$ cat config.mk
export PLATFORM = sky130hd
export DESIGN_NAME = mul_seq_unit
export DESIGN_NICKNAME = d
export VERILOG_FILES = /design/src/rtl/mul_pkg.sv /design/src/rtl/mul_step.sv /design/src/rtl/mul_seq_unit.sv
export SDC_FILE = /design/constraint.sdc
export NUM_CORES = 1
export LEC_CHECK = 0
export BUFFER_PORTS_ARGS = -buffer_cell sky130_fd_sc_hd__clkbuf_2
export CORE_AREA = 2 2 79 112
export CTS_CLUSTER_DIAMETER = 80
export DETAILED_ROUTE_END_ITERATION = 8
export DIE_AREA = 0 0 81 114
export GPL_TIMING_DRIVEN = 0
export PLACE_DENSITY = 0.54
export SLEW_MARGIN = 20
export SYNTH_ARGS = -nofsm -noshare
export SYNTH_HDL_FRONTEND = slang
export SYNTH_SLANG_ARGS = --single-unit
$ cat constraint.sdc
create_clock -name clk -period 3.6 [get_ports clk]
set_clock_uncertainty 0.15 [all_clocks]
set_input_delay 0.72 -clock clk [delete_from_list [all_inputs] [get_ports clk]]
set_output_delay 0.72 -clock clk [all_outputs]
set_load 0.05 [all_outputs]
$ cat src/rtl/mul_pkg.sv
// rtl/mul_pkg.sv - shared state encoding and defaults for the sequential multiplier
package mul_pkg;

    localparam logic [1:0] MUL_IDLE = 2'd0;
    localparam logic [1:0] MUL_RUN  = 2'd1;
    localparam logic [1:0] MUL_DONE = 2'd2;

    localparam int DEFAULT_WIDTH = 8;

endpackage

$ cat src/rtl/mul_step.sv
// rtl/mul_step.sv - one radix-2 shift-add iteration of the multiplier datapath
module mul_step
    import mul_pkg::*;
#(
    parameter int WIDTH = DEFAULT_WIDTH
) (
    input  logic [2*WIDTH-1:0] acc,
    input  logic [2*WIDTH-1:0] mcand,
    input  logic [WIDTH-1:0]   mplier,
    output logic [2*WIDTH-1:0] acc_nxt,
    output logic [2*WIDTH-1:0] mcand_nxt,
    output logic [WIDTH-1:0]   mplier_nxt
);

    // Add the shifted multiplicand when the current multiplier bit is set, then shift both.
    // The accumulator is 2*WIDTH wide, which always holds the full product, so no carry out.
    always_comb begin
        acc_nxt    = mplier[0] ? (acc + mcand) : acc;
        mcand_nxt  = mcand << 1;
        mplier_nxt = mplier >> 1;
    end

endmodule

$ cat src/rtl/mul_seq_unit.sv
// rtl/mul_seq_unit.sv - multi-cycle shift-add multiplier with is_done pipeline-freeze output
module mul_seq_unit
    import mul_pkg::*;
#(
    parameter int WIDTH      = DEFAULT_WIDTH,
    parameter bit EARLY_EXIT = 1'b1
) (
    input  logic               clk,
    input  logic               rst,
    input  logic               start,
    input  logic [WIDTH-1:0]   in1,
    input  logic [WIDTH-1:0]   in2,
    output logic [WIDTH-1:0]   out,
    output logic [2*WIDTH-1:0] out_full,
    output logic               overflow,
    output logic               busy,
    output logic               is_done
);

    localparam int                CNT_W    = (WIDTH > 1) ? $clog2(WIDTH) : 1;
    localparam logic [CNT_W-1:0] CNT_LAST = CNT_W'(WIDTH - 1);

    logic [1:0]         state_q,    state_d;
    logic [2*WIDTH-1:0] acc_q,      acc_d;
    logic [2*WIDTH-1:0] mcand_q,    mcand_d;
    logic [WIDTH-1:0]   mplier_q,   mplier_d;
    logic [CNT_W-1:0]   cnt_q,      cnt_d;
    logic [2*WIDTH-1:0] out_full_q, out_full_d;

    logic [2*WIDTH-1:0] step_acc;
    logic [2*WIDTH-1:0] step_mcand;
    logic [WIDTH-1:0]   step_mplier;
    logic               accept;
    logic               run_last;

    mul_step #(
        .WIDTH (WIDTH)
    ) u_step (
        .acc        (acc_q),
        .mcand      (mcand_q),
        .mplier     (mplier_q),
        .acc_nxt    (step_acc),
        .mcand_nxt  (step_mcand),
        .mplier_nxt (step_mplier)
    );

    // A new operation is accepted only between operations; the last RUN edge is either the
    // final bit position or, with early exit, the point where no multiplier bits remain.
    always_comb begin
        accept   = ((state_q == MUL_IDLE) || (state_q == MUL_DONE)) && start;
        run_last = (cnt_q == CNT_LAST) || (EARLY_EXIT && (step_mplier == '0));
    end

    // State and datapath registers; reset aborts any operation and clears the result.
    always_ff @(posedge clk) begin
        if (rst) begin
            state_q    <= MUL_IDLE;
            acc_q      <= '0;
            mcand_q    <= '0;
            mplier_q   <= '0;
            cnt_q      <= '0;
            out_full_q <= '0;
        end else begin
            state_q    <= state_d;
            acc_q      <= acc_d;
            mcand_q    <= mcand_d;
            mplier_q   <= mplier_d;
            cnt_q      <= cnt_d;
            out_full_q <= out_full_d;
        end
    end

    // Next-state logic: DONE falls back to IDLE unless a held start chains another op.
    always_comb begin
        state_d = state_q;
        case (state_q)
            MUL_IDLE: if (start) state_d = MUL_RUN;
            MUL_RUN:  if (run_last) state_d = MUL_DONE;
            MUL_DONE: state_d = start ? MUL_RUN : MUL_IDLE;
            default:  state_d = MUL_IDLE;
        endcase
    end

    // Datapath next values; the visible result is only updated on the RUN->DONE edge.
    always_comb begin
        acc_d      = acc_q;
        mcand_d    = mcand_q;
        mplier_d   = mplier_q;
        cnt_d      = cnt_q;
        out_full_d = out_full_q;
        if (accept) begin
            acc_d    = '0;
            mcand_d  = {{WIDTH{1'b0}}, in1};
            mplier_d = in2;
            cnt_d    = '0;
        end else if (state_q == MUL_RUN) begin
            acc_d    = step_acc;
            mcand_d  = step_mcand;
            mplier_d = step_mplier;
            cnt_d    = cnt_q + 1'b1;
            if (run_last) begin
                out_full_d = step_acc;
            end
        end
    end

    // Outputs: is_done drops combinationally with start so the pipeline freezes with no bubble.
    always_comb begin
        busy     = (state_q == MUL_RUN);
        is_done  = ((state_q == MUL_IDLE) && !start) || (state_q == MUL_DONE);
        out_full = out_full_q;
        out      = out_full_q[WIDTH-1:0];
        overflow = |out_full_q[2*WIDTH-1:WIDTH];
    end

endmodule

# Yosys cells after proc, flatten, opt, wreduce, memory -nomap -nowiden

Index checks and enable logic that the tools add are counted.

Output and inout port bits: 27
Bits in read-only memories: 0
Memories: 0
Register bits: 61
Memory bits (writable): 0
Bits in latches: 0

Mux-type cells: 9
Shifts and indexed selects: 0
Add/subtract/negate cells: 2
$mul: 0
Bitwise logic cells: 1
Equal/unequal tests: 5
Order comparisons: 0
Divide/modulo/power cells: 0
Reductions and logical operators: 13

Operators by type and width:

| kind                | number |
|---|---|
| $mux 8              | 4 |
| $add 16x16->16      | 1 |
| $mux 16             | 1 |
| $logic_not 8->1     | 1 |
| $reduce_or 8->1     | 1 |
| $pmux 2 s3          | 1 |
| $mux 2              | 2 |
| $add 3x1->3 const B | 1 |
| $eq 3x3->1 const B  | 1 |
| $logic_or 1x1->1    | 3 |
| $reduce_and 3->1    | 1 |
| $eq 2x1->1 const B  | 1 |
| $eq 2x2->1 const B  | 1 |
| $logic_and 1x1->1   | 2 |
| $logic_not 2->1     | 1 |
| $ne 2x1->1 const B  | 1 |
| $ne 2x2->1 const B  | 1 |
| $reduce_and 2->1    | 1 |
| $reduce_bool 2->1   | 1 |
| $reduce_or 2->1     | 1 |
| $logic_not 1->1     | 1 |
| $mux 1              | 1 |
| $not 1->1           | 1 |

# Depth between registers and ports, before layout

Gate-level depths: netlist of the first run.

Depth in word-level cells: 5
Mapped depth: 8
Depth with buffers taken out: 8

# Hierarchy

A second synthesis of the first run with hierarchy kept.

Cells, all modules: 470
Area total of the unflattened synthesis: 3886.2 µm²

Modules (own cells, without submodules):

| module       | area an instance (µm²) | cells an instance | times used |
|---|---|---|---|
| mul_seq_unit | 2798.9                 | 330               | 1 |
| mul_step     | 1087.3                 | 140               | 1 |

# Worst setup path before layout of the first run

No wires, ideal clock.

Path kind: reg2reg
Start point: register acc_q[0]
End point: register out_full_q[14] (netlist: out_full[14])
Setup time: 0.073 ns
Data required time: 3.377 ns
Cell stages (with the launch flop): 9
Data arrival time: 2.428 ns
Path slack: 0.949 ns
Period minus slack after synthesis: 2.651 ns
Cells stage by stage: dfxtp_1 ha_1 fa_1 a21o_1 a221o_1 a2111o_1 o311a_2 mux2_4 nor3_2

Longest elaborated chain between the ends: 2

RTL lines:

| what                   | RTL line           | text |
|---|---|---|
| start, declared        | mul_seq_unit.sv:24 | `logic [2*WIDTH-1:0] acc_q, acc_d;` |
| start signal, assigned | mul_seq_unit.sv:58 | `acc_q <= '0;` |
| start signal, assigned | mul_seq_unit.sv:65 | `acc_q <= acc_d;` |
| $add 16x16->16         | mul_step.sv:18     | `acc_nxt = mplier[0] ? (acc + mcand) : acc;` |
| $mux 16                | mul_step.sv:18     |  |
| end signal, assigned   | mul_seq_unit.sv:69 | `out_full_q <= out_full_d;` |
| end, declared          | mul_seq_unit.sv:28 | `logic [2*WIDTH-1:0] out_full_q, out_full_d;` |

No other way between the ends.
A chain may end at the register's enable or synchronous reset.

# Worst setup path after layout of the first run

Same ends and word-level chain as after synthesis.

==> results.toml, run 1 <==
[run_status]
status = "completed"

[power]
max-vdd-ir-drop_mv = 0.278
p_leak_nw = 1.66
powerDensity_mw_per_mm2 = 511

[placement]
dp_slack_ns = 0.766
gp_congestion = 0.910
io_buffers = 45
dp_hpwl_mm = 6.93
placed_cells = 538

[setup_path]
max_stage_delay_ns = 0.42
crit_path_start = "acc_q[0]"
reg2regPathDepth = 8
reg2reg_slack_ns = 0.76
critPathCapture = "out_full[14]"
cp_data_required_time_ns = 3.71
cp-start-kind = "flip-flop"
cp-end-kind = "flip-flop"
crit_path_top_delay_cell = "a221o_1"
crit_fanout = 5
r2r_start = "acc_q[0]"
crit_path_cell_trace = "ha_1 > fa_1 > a21o_1 > a221o_1 > a2111o_1 > o311a_2 > mux2_4 > nor3_2"
arrival_ns = 2.95
worstSetupPathType = "flip-flop to flip-flop"
reg2reg_to = "out_full[14]"

[global_routing]
grt_usage = 0.215
grt_start_max_net_pins = 11
grt_pass1_wl_mm = 14.9
overflow = 0
grt_antenna_before_repair = 0
grt_pass1_vias = 3017

[finish]
final_cell_mix = "dfxtp_1, nand2_1, clkbuf_2"
final_cells = 554
area_delta_synth_final_pct = 20.1
fillers = 886
seqCellArea_mm2 = 0.00122
multi_input_area_mm2 = 0.00183
n_antenna_cell = 0
drive_gt1_frac = 0.165
final_common_cell = "dfxtp_1"
fin_nets = 481

[die]
fp-row-count = 40
fp.dieW_um = 81
die_area_mm2 = 0.00923
io_pins = 46
core_area_mm2 = 0.00831
initial_utilization = 0.387
die_h_um = 114

[timing]
fmax_ghz = 0.352
rsz0062_at_grt = "no"
relSlewSlack = 0.580
setup_viol = 0
fin_crit_sh = 0.790
post-route-min-period_ns = 2.84
final.setup.worst_slack_ns = 0.757
drv_slew = 0
max_slew.worst_pin.slew_ns = 0.630
setup_tns_ns = 0
hold_viol_final = 0

[synth]
seq_area_frac_synth = 0.380
yosys_warnings = 0
synth_top_cell_area_share = 0.380
syn_nets = 425
syn-cell-area_mm2 = 0.00321
ys_seq_elements = 61
synth.distinct_cells = 50
async_flop_share = 0
ys.flop_type = "dfxtp_1"
netlist_instances = 388
synth_top_cell_by_area = "dfxtp_1"
synth_area_leaders = "dfxtp_1, nand2_1, ha_1, a21oi_1, nor2_1"
syn_avg_cell_area_um2 = 8.28
synth_edf_count = 0

[clock_network]
cts_sinks = 61
cts.path.max_buffers = 2
htree_levels = 3
postCtsResizedCells = 0
clk_pin_slew_ns = 0.05
post_cts_buffers = 0
clock_latency_ns = 0.34
clockRootBuffer = "clkbuf_16"
numCtsBuffers = 9
ctsHoldBuffers = 0
cts_tree = "built"

[worst_hold_path]
worstHoldPathType = "flip-flop to flip-flop"

[drt]
viasPerCell = 5.48
drc_errors = 0
dr.pass1.iters = 4
vias = 3035
first_iter_violations = 126
final_antenna_net_count = 0
wirelength_mm = 9.06
wl_per_cell_um = 16.4

[flow_run]
cap_viol_max_count = 0
[per-layer routing]
| metal | routed length, um | global-route usage | vias up |
|---|---|---|---|
| met3 | 213 | 0.0285 | 18 |
| met5 | 0 | 0 | - |
| met4 | 295 | 0.110 | 0 |
| met2 | 4830 | 0.381 | 53 |
| met1 | 3720 | 0.245 | 1435 |
| li1 | - | - | 1529 |
[Yosys cell counts (3+ instances only)]
cell type / instances
a211oi_1: 15
a21o_1: 7
a21oi_1: 40
a22o_1: 4
a311oi_1: 9
and3_1: 4
buf_1: 3
buf_4: 8
clkbuf_1: 17
dfxtp_1: 61
ha_1: 17
inv_1: 4
mux2i_1: 11
nand2_1: 59
nand2b_1: 3
nand3_1: 8
nor2_1: 35
nor3_1: 11
nor4_1: 3
o21ai_0: 10
o22ai_1: 6
or2_2: 4
or3_1: 6
xnor2_1: 9
[kinds of logic after synthesis]
family / after synthesis / synth area share
adder cells (fa/ha/maj): 18 / 0.0725
XOR/XNOR: 11 / 0.0300
multiplexers: 12 / 0.0390
AO/OA/AOI/OAI: 113 / 0.237
buffers and inverters: 35 / 0.0506
AND/OR/NAND/NOR: 138 / 0.190
flip-flops: 61 / 0.380
[state kept, by name, indices dropped and copies added, names as in the netlist]
name / count
acc_q: 16
mcand_q: 16
out_full: 16
mplier_q: 8
cnt_q: 3
state_q: 2
[worst min path at each step]
stage                           start     endpoint  slack [ns]  cells past startpoint
after global routing      out_full[7]  out_full[7]        0.34                      2
after global placement       cnt_q[2]     cnt_q[2]        0.30                      2
after detailed placement     cnt_q[2]     cnt_q[2]        0.30                      2
after CTS                    cnt_q[2]     cnt_q[2]        0.31                      2
after floorplan              cnt_q[1]     cnt_q[1]        0.29                      2
final                        cnt_q[2]     cnt_q[2]        0.31                      2
[stage by stage]
stage | cell area (um^2) | hold slack [ns] | utilization | power, mW
CTS | 3860 | 0.311 | 0.464 | 1.99
detailed placement | 3570 | 0.304 | 0.430 | 1.13
global route | 3860 | 0.342 | 0.464 | 2.06
floorplan | 3210 | 0.290 | - | 1.03
global placement | 3570 | 0.297 | 0.430 | 1.13
finish | 3860 | 0.312 | 0.464 | 1.97
[where the power goes]
group	total, mW	internal, mW	switching (mW)
sequential	0.747	0.716	0.0315
combinational	0.368	0.109	0.259
clock	0.856	0.556	0.301
total	1.97	1.38	0.592
[layout make-up]
class | instances | share of cell area
inverter | 6 | 0.00584
clock inverter | 1 | 0.00779
multi-input combinational | 292 | 0.474
sequential | 61 | 0.317
timing repair buffer | 45 | 0.0584
buffer | 29 | 0.0363
tap | 105 | 0.0341
clock buffer | 15 | 0.0668
[worst max-delay path, delay by kind of cell, from the launching register on]
family | cells | cell delay (ns)
DFF | 1 | 0.32
muxes | 1 | 0.31
adders and majority gates | 2 | 0.65
AOI/OAI and AO/OA | 4 | 1.19
and+or+nand+nor | 1 | 0.13
(Power assumes the default switching activity.)
==> run 2: changes to the inputs <==
--- a/config.mk
+++ b/config.mk
@@ -11,7 +11,7 @@
 export DETAILED_ROUTE_END_ITERATION = 8
 export DIE_AREA = 0 0 81 114
 export GPL_TIMING_DRIVEN = 0
-export PLACE_DENSITY = 0.54
+export PLACE_DENSITY = 0.56
 export SLEW_MARGIN = 20
 export SYNTH_ARGS = -nofsm -noshare
 export SYNTH_HDL_FRONTEND = slang
==> constraint.sdc (replaced) <==
create_clock -name clk -period 2.5 [get_ports clk]
set_clock_uncertainty 0.15 [all_clocks]
set_input_delay 0.5 -clock clk [delete_from_list [all_inputs] [get_ports clk]]
set_output_delay 0.5 -clock clk [all_outputs]
set_load 0.05 [all_outputs]
==> results.toml, run 2 (same netlist as run 1, synthesis figures left out) <==
[run_status]
status = "finished with violations"
violations = "setup timing"

[setup_path]
crit_path_start = "mcand_q[0]"
cp_data_required_time_ns = 2.54
cp-start-kind = "flip-flop"
arrival_ns = 2.66
cp-end-kind = "flip-flop"
path_delay_family = "compound AO/OA/AOI/OAI gates"
crit_path_cell_trace = "ha_4 > fa_2 > a21o_1 > a221o_1 > buf_4 > a2111o_1 > a21o_1 > nand3_1 > a21oi_1"
r2r_start = "mcand_q[0]"
path_common_cell = "a21o_1"
crit_fanout = 4
crit_path_top_delay_cell = "a221o_1"
max_stage_delay_ns = 0.39
path_buf_inv = 1
worstSetupPathType = "flip-flop to flip-flop"

[clock_network]
numCtsBuffers = 9
cts_tree = "built"
clockRootBuffer = "clkbuf_16"
clk_pin_slew_ns = 0.06
htree_levels = 3
cts.path.max_buffers = 2
clock_latency_ns = 0.33
cts_sinks = 61

[global_routing]
overflow = 0
grt_antenna_before_repair = 0
grt_start_max_net_pins = 11
grt_pass1_vias = 2970
grt_usage = 0.211
grt_pass1_wl_mm = 14.5

[die]
die_area_mm2 = 0.00923
io_pins = 46
fp-row-count = 40
fp.dieW_um = 81
die_h_um = 114
initial_utilization = 0.387
core_area_mm2 = 0.00831

[timing]
fin_crit_sh = 1.05
max_slew.worst_pin.slew_ns = 0.632
relSlewSlack = 0.579
setup_viol = 5
rsz0062_at_grt = "yes"
drv_slew = 0
hold_viol_final = 0
setup_tns_ns = -0.373
hold_ws_ns = 0.297
final.setup.worst_slack_ns = -0.115
post-route-min-period_ns = 2.61
fmax_ghz = 0.382

[drt]
first_iter_violations = 127
wl_per_cell_um = 16.3
final_antenna_net_count = 0
vias = 3072
drc_errors = 0
wirelength_mm = 9.14
viasPerCell = 5.48
dr.pass1.iters = 4

[power]
internal_power_mw = 2.21
powerDensity_mw_per_mm2 = 755
switchingPower_mw = 0.856
sequentialPowerShare = 0.352
sw_frac_of_total = 0.279
p_leak_nw = 1.73
power_frac_comb = 0.175
max-vdd-ir-drop_mv = 0.406
p_clk_frac = 0.474

[finish]
drive_gt1_frac = 0.224
n_antenna_cell = 0
final_cells = 561
area_delta_synth_final_pct = 26.5
fin_nets = 489
final_cell_mix = "nand2_1, dfxtp_1, clkbuf_2"
final_area_mm2 = 0.00406

[flow_run]
cap_viol_max_count = 0

[placement]
placed_area_mm2 = 0.00360
dp_hpwl_mm = 7.01
placed_cells = 538
gp_congestion = 0.903
io_buffers = 45
dp_slack_ns = -0.223

[worst_hold_path]
hp-start = "in1[5]"
worstHoldPathType = "input port to flip-flop"
## run 2: cell count changes in the layout (fill, tap and decap cells not counted), moves of 3 or more
cell	before	now
a21oi_1	40	37
buf_4	8	17
clkbuf_1	22	16
ha_1	17	14
## run 2: final timing paths
check | end | slack [ns] | cells after the start
max | acc_q[12] | -0.11 | 9
min | mcand_q[5] | 0.30 | 3
max reg2reg | acc_q[12] | -0.11 | 9
min reg2reg | cnt_q[2] | 0.31 | 2
## run 2: cell type report
| type | instances | area [um^2] |
|---|---|---|
| multi-input cells | 292 | 1910 |
| well taps | 105 | 131 |
| fillers | 863 | 4250 |
| clock buffers | 11 | 253 |
| plain buffers | 28 | 136 |
| inverters | 6 | 22.5 |
| clock inverters | 4 | 95.1 |
| flip-flops and latches | 61 | 1230 |
| repair buffers | 54 | 293 |
## run 2: worst register-to-register path, cell delays in order (launching register included)
cell and delay [ns]:
dfxtp_4 0.35, ha_4 0.16, fa_2 0.36, a21o_1 0.18, a221o_1 0.39, buf_4 0.17
a2111o_1 0.38, a21o_1 0.20, nand3_1 0.08, a21oi_1 0.06
## run 2: repair_timing
action | in CTS | in global routing
pin swaps | 4 | 4
hold endpoints to repair | 0 | 0
hold buffers | 0 | 0
buffers inserted | 6 | 3
cloned | 0 | 0
setup endpoints to repair | 14 | 16
resized for setup | 5 | 9
## run 2: power groups by stage
stage                     logic [mW]  registers, mW  clock network [mW]
after global placement         0.526           1.10                   0
after CTS                      0.536           1.08                1.49
after global routing           0.586           1.08                1.52
after detailed placement       0.529           1.10                   0
final                          0.537           1.08                1.45
after floorplan                0.332           1.15                   0
## run 2: metrics by stage
step / power, mW / utilization
6_report: 3.07 / 0.489
5_1_grt: 3.19 / 0.489
4_1_cts: 3.10 / 0.482
3_5_place_dp: 1.63 / 0.433
3_3_place_gp: 1.62 / 0.433
2_1_floorplan: 1.48 / -
## run 2: metal layers
metal	wire length, um	track usage	vias up
li1	-	-	1541
met1	3680	0.233	1450
met2	4780	0.369	58
met3	289	0.0459	23
met4	397	0.112	0
met5	0	0	-
